`src/rtl/logic_analyzer_capture_ctrl.sv`:
```
// Capture sequencer for a sample-RAM logic analyzer: single step, run-to-full and triggered capture.
// Define LA_TRIGGER_EN to build the triggered capture (ARMED/POST); otherwise mode 10 runs as mode 01.
module logic_analyzer_capture_ctrl #(
    parameter int unsigned ADDR_W   = 5,
    parameter int unsigned TRIG_W   = 8,
    parameter int unsigned POST_CNT = 16
) (
    input  logic              clk,
    input  logic              reset,
    input  logic              step_en,
    input  logic              in_init,
    input  logic              stop_n,
    input  logic [1:0]        mode,
    input  logic [TRIG_W-1:0] trig_bus,
    input  logic [TRIG_W-1:0] trig_mask,
    input  logic [TRIG_W-1:0] trig_val,
    output logic              la_run,
    output logic              la_we,
    output logic [ADDR_W-1:0] la_addr,
    output logic              sts_ce,
    output logic              la_full,
    output logic [ADDR_W-1:0] la_trig_addr
);

    typedef enum logic [2:0] {
        S_IDLE,
        S_STEP,
        S_RUN,
        S_DONE
`ifdef LA_TRIGGER_EN
        , S_ARMED,
        S_POST
`endif
    } state_t;

    localparam logic [ADDR_W-1:0] ADDR_LAST = '1;

    state_t            state_q, state_d;
    logic              init_q;
    logic              run_q, run_d;
    logic              full_q, full_d;
    logic              sts_q, sts_d;
    logic [ADDR_W-1:0] addr_q, addr_d;
    logic              init_edge;
    logic              step_mode;

`ifdef LA_TRIGGER_EN
    localparam logic [ADDR_W-1:0] POST_LAST = ADDR_W'(POST_CNT - 1);

    logic [ADDR_W-1:0] trig_addr_q, trig_addr_d;
    logic [ADDR_W-1:0] post_q, post_d;
    logic              trig_hit;

    assign trig_hit     = ((trig_bus ^ trig_val) & trig_mask) == '0;
    assign la_trig_addr = trig_addr_q;
`else
    logic unused_trig;

    assign unused_trig  = ^{trig_bus, trig_mask, trig_val};
    assign la_trig_addr = '0;
`endif

    assign init_edge = in_init & ~init_q;
    assign step_mode = (mode == 2'b00) || (mode == 2'b11);
    assign la_we     = run_q & stop_n;
    assign la_run    = run_q;
    assign la_addr   = addr_q;
    assign la_full   = full_q;
    assign sts_ce    = sts_q;

    always_comb begin
        state_d = state_q;
        addr_d  = addr_q;
        full_d  = full_q;
`ifdef LA_TRIGGER_EN
        trig_addr_d = trig_addr_q;
        post_d      = post_q;
`endif
        case (state_q)
            S_IDLE, S_DONE: begin
                // Any start edge clears the previous capture's results before the new state is chosen.
                if (init_edge) begin
                    addr_d = '0;
                    full_d = 1'b0;
`ifdef LA_TRIGGER_EN
                    trig_addr_d = '0;
`endif
                    if (step_mode)
                        state_d = S_STEP;
`ifdef LA_TRIGGER_EN
                    else if (mode == 2'b10)
                        state_d = S_ARMED;
`endif
                    else
                        state_d = S_RUN;
                end else if ((state_q == S_IDLE) && step_en && step_mode) begin
                    state_d = S_STEP;
                end
            end
            S_STEP: state_d = S_IDLE;
            S_RUN: begin
                if (la_we) begin
                    if (addr_q == ADDR_LAST) begin
                        state_d = S_DONE;
                        full_d  = 1'b1;
                    end else begin
                        addr_d = addr_q + 1'b1;
                    end
                end
            end
`ifdef LA_TRIGGER_EN
            S_ARMED: begin
                if (la_we) begin
                    addr_d = addr_q + 1'b1;
                    if (trig_hit) begin
                        trig_addr_d = addr_q;
                        post_d      = '0;
                        state_d     = S_POST;
                    end
                end
            end
            S_POST: begin
                // The final post-trigger write leaves la_addr on the last written sample.
                if (la_we) begin
                    if (post_q == POST_LAST) begin
                        state_d = S_DONE;
                        full_d  = 1'b1;
                    end else begin
                        post_d = post_q + 1'b1;
                        addr_d = addr_q + 1'b1;
                    end
                end
            end
`endif
            default: state_d = S_IDLE;
        endcase

`ifdef LA_TRIGGER_EN
        run_d = state_d inside {S_STEP, S_RUN, S_ARMED, S_POST};
`else
        run_d = state_d inside {S_STEP, S_RUN};
`endif
        sts_d = run_q & ~run_d;
    end

    always_ff @(posedge clk) begin
        if (reset) begin
            state_q <= S_IDLE;
            init_q  <= 1'b0;
            run_q   <= 1'b0;
            full_q  <= 1'b0;
            sts_q   <= 1'b0;
            addr_q  <= '0;
`ifdef LA_TRIGGER_EN
            trig_addr_q <= '0;
            post_q      <= '0;
`endif
        end else begin
            state_q <= state_d;
            init_q  <= in_init;
            run_q   <= run_d;
            full_q  <= full_d;
            sts_q   <= sts_d;
            addr_q  <= addr_d;
`ifdef LA_TRIGGER_EN
            trig_addr_q <= trig_addr_d;
            post_q      <= post_d;
`endif
        end
    end

endmodule

```
`config.mk`:
```
export PLATFORM = sky130hd
export DESIGN_NAME = logic_analyzer_capture_ctrl
export DESIGN_NICKNAME = d
export VERILOG_FILES = /design/src/rtl/logic_analyzer_capture_ctrl.sv
export SDC_FILE = /design/constraint.sdc
export NUM_CORES = 1
export LEC_CHECK = 0
export CORE_MARGIN = 3
export CORE_UTILIZATION = 40
export CTS_BUF_LIST = sky130_fd_sc_hd__clkbuf_8
export CTS_CLUSTER_SIZE = 12
export DETAILED_ROUTE_END_ITERATION = 10
export PLACE_DENSITY = 0.9
export REMOVE_ABC_BUFFERS = 1
export SYNTH_ARGS = -nofsm -noshare
export SYNTH_HDL_FRONTEND = slang
export SYNTH_SLANG_ARGS = --single-unit
export TNS_END_PERCENT = 1
```
`constraint.sdc`:
```
create_clock -name clk -period 2.44 [get_ports clk]
set_input_delay 0.366 -clock clk [delete_from_list [all_inputs] [get_ports clk]]
set_output_delay 0.366 -clock clk [all_outputs]
set_load 0.05 [all_outputs]
```
==> metrics <==
die height 48.4 microns; Final min period 1.87 ns; routed wl met3 95 microns; ANT nets after route 0; Resize count post-CTS 0; crit-path cells ha_1, and3_1, ha_1, nand4b_1, nor4b_1, o211ai_1, a21oi_1; Top FF cell, synth dfxtp_1; Max Buffers Root-to-Sink 2; Total Wirelength 1.40 mm; initial antenna violation count 0; layout cell share with drive strength beyond 1 14.7%; Seq/Total Area, Yosys 33.4%; FP Rows 14; RSZ-0062 raised after global routing no; full die area 0.00234 sq mm; Rel. slew slack 66.1%; clk slew on worst S/H paths 0.05 ns; Worst-Skew Late Latency 0.24 ns; DR vias 604; final core utilization 57.1%; number of global-route vias before repair 560; HP Class reg2reg; slowest cell delay on critical path 0.35 ns; post-DR vias/cell 5.08; CORE AREA 0.00159 sq mm; Final Non-Filler Cells 119; ys async rst share 0%; max frequency 536 MHz; cell area after synthesis 718 sq um; Syn. warnings 0; largest net degree at the start of global routing 13; Max rail drop VDD 0.449 mV; CP Max Fanout 5; die width 48.4 microns; H-tree levels 1; drt drc 0; FF+latch count, synth 12; Synth Area in Adders 3.48%; M1 WL 672 microns; compound-gate portion of the synthesized area 26.3%; PD cells 559 mW/mm^2; first-pass GRT wire length 2.38 mm; clock skew 0.00338 ns; post-synthesis mux area share 0%; Synth area leader dfxtp_1; critical path class reg2reg; Tot GR Track Use 12.6%; Netlist cell types 40; most frequent cells in the layout 14 x clkdlybuf4s50_1, 12 x dfxtp_1, 7 x a21oi_1, 6 x inv_1, 6 x conb_1; total CTS buffers 3; clock root buffer clkbuf_8; Hold Crit Start la_addr[4]; worst path arrival time 2.03 ns; clock sinks 12; Synth area leaders dfxtp_1 33%, buf_4 5.2%, a21oi_1 4.9%, ha_1 3.5%, buf_6 3.1%; CP Capture Type register; Top Layer Used met3; DR iter-0 viols 7; setup tns final 0 ns; Avg Cell Area, Syn 9.09 sq um; Tcrit/Tclk final 76.5%; Critical Path Start la_addr[0]; worst reg2reg startpoint la_addr[0]; leakage 0.340 nW; main combinational cell family by area after synthesis compound AO/OA/AOI/OAI gates; post-synth top area share 33.4%; worst-margin pin slew 0.507 ns; CTS tree done; Pre-antenna DRT Iters 4; CP max stage cell dfxtp_1; Max Slew Vio Count 0; met2 wire length 634 microns; n_diodes 0; most common library cell in the layout ignoring fill and taps clkdlybuf4s50_1; total design power 0.000508 W; Final setup viols 0; placed cell count 115; GR Overflow Total 0; Mapped Cells 79; I/O pin total 45; routability cong. 0.848; Hold-fix buffers, CTS 0; Post-Synth XOR/XNOR Area 3.48%; postcts setup bufs 0; Most common cell on crit path ha_1; Avg WL per Cell 11.8 microns; max-cap viol count 0; worst path bufs/invs 0; crit-path leading delay family simple AND/OR/NAND/NOR gates; Synth Area in Simple Gates 20.2%; Startpoint Class register; DP HPWL 1.05 mm; status completed; Initial Util 45.1%; nets@finish 129; synthesis-to-finish area growth 26.7%; Post-synth EDFFs 0; PortBufs 15; critical path required time 2.61 ns; final hold vios 0
## power by group
group | internal [W] | total (W) | switching, W
logic | 0.0000303 | 0.0000858 | 0.0000555
clock network | 0.000142 | 0.000213 | 0.0000707
registers | 0.000201 | 0.000209 | 0.00000773
total | 0.000374 | 0.000508 | 0.000134
## logic make-up (layout without fill, tap and decap cells)
logic type,count (synthesis),count (layout)
AOI/OAI and AO/OA,24,24
and+or+nand+nor,23,23
buffers and inverters,15,26
DFF,12,12
adders and majority gates,2,2
xor gates and xnor gates,2,2
other,1,6
## registers in the layout, summed over array words and instances (netlist names)
| name | flops |
|---|---|
| la_addr | 5 |
| la_run | 1 |
| sts_ce | 1 |
| init_q | 1 |
| la_full | 1 |
| state_q | 3 |
## stage by stage
stage	cell area, sq um	hold WS [ns]	setup slack, ns
floorplan	669	0.435	0.463
global placement	855	0.494	0.579
detailed placement	855	0.499	0.582
CTS	910	0.510	0.565
global route	910	0.537	0.439
finish	910	0.510	0.574
## path summary, 6_finish.rpt
| check | to | slack, ns | cells after the start |
|---|---|---|---|
| worst max register to register | la_addr[3] | 0.57 | 7 |
| worst min-delay path | la_addr[4] | 0.51 | 2 |
| worst min register to register | la_addr[4] | 0.51 | 2 |
| worst max-delay path | la_addr[3] | 0.57 | 7 |
## layer usage
metal,global-route usage (%),vias up
li1,-,308
met1,15.7,281
met2,18.8,15
met3,6.75,0
met4,3.79,0
met5,0,-
## cells in the mapped netlist, types with 2 or more instances
library cell  instances
nor2_1                3
dfxtp_1              12
nand2_1               2
buf_6                 2
buf_4                 5
nand4b_1              2
nor2b_1               2
inv_1                 6
o21ai_1               2
a211oi_1              2
clkbuf_1              2
nor3_1                3
ha_1                  2
and2_1                2
a21oi_1               7
## tightest hold or removal path, stage by stage (launching register included)
cell and delay, ns:
dfxtp_1 0.32, o21ai_1 0.07, a21oi_1 0.07
## area by class of cell
| type | count | area (sq um) |
|---|---|---|
| well taps | 24 | 30.0 |
| flip-flops and latches | 12 | 240 |
| multi-input cells | 57 | 407 |
| repair buffers | 16 | 155 |
| fillers | 151 | 684 |
| clock buffers | 4 | 55.1 |
| inverters | 6 | 22.5 |
Note: power is estimated with default switching activity, not from simulation.
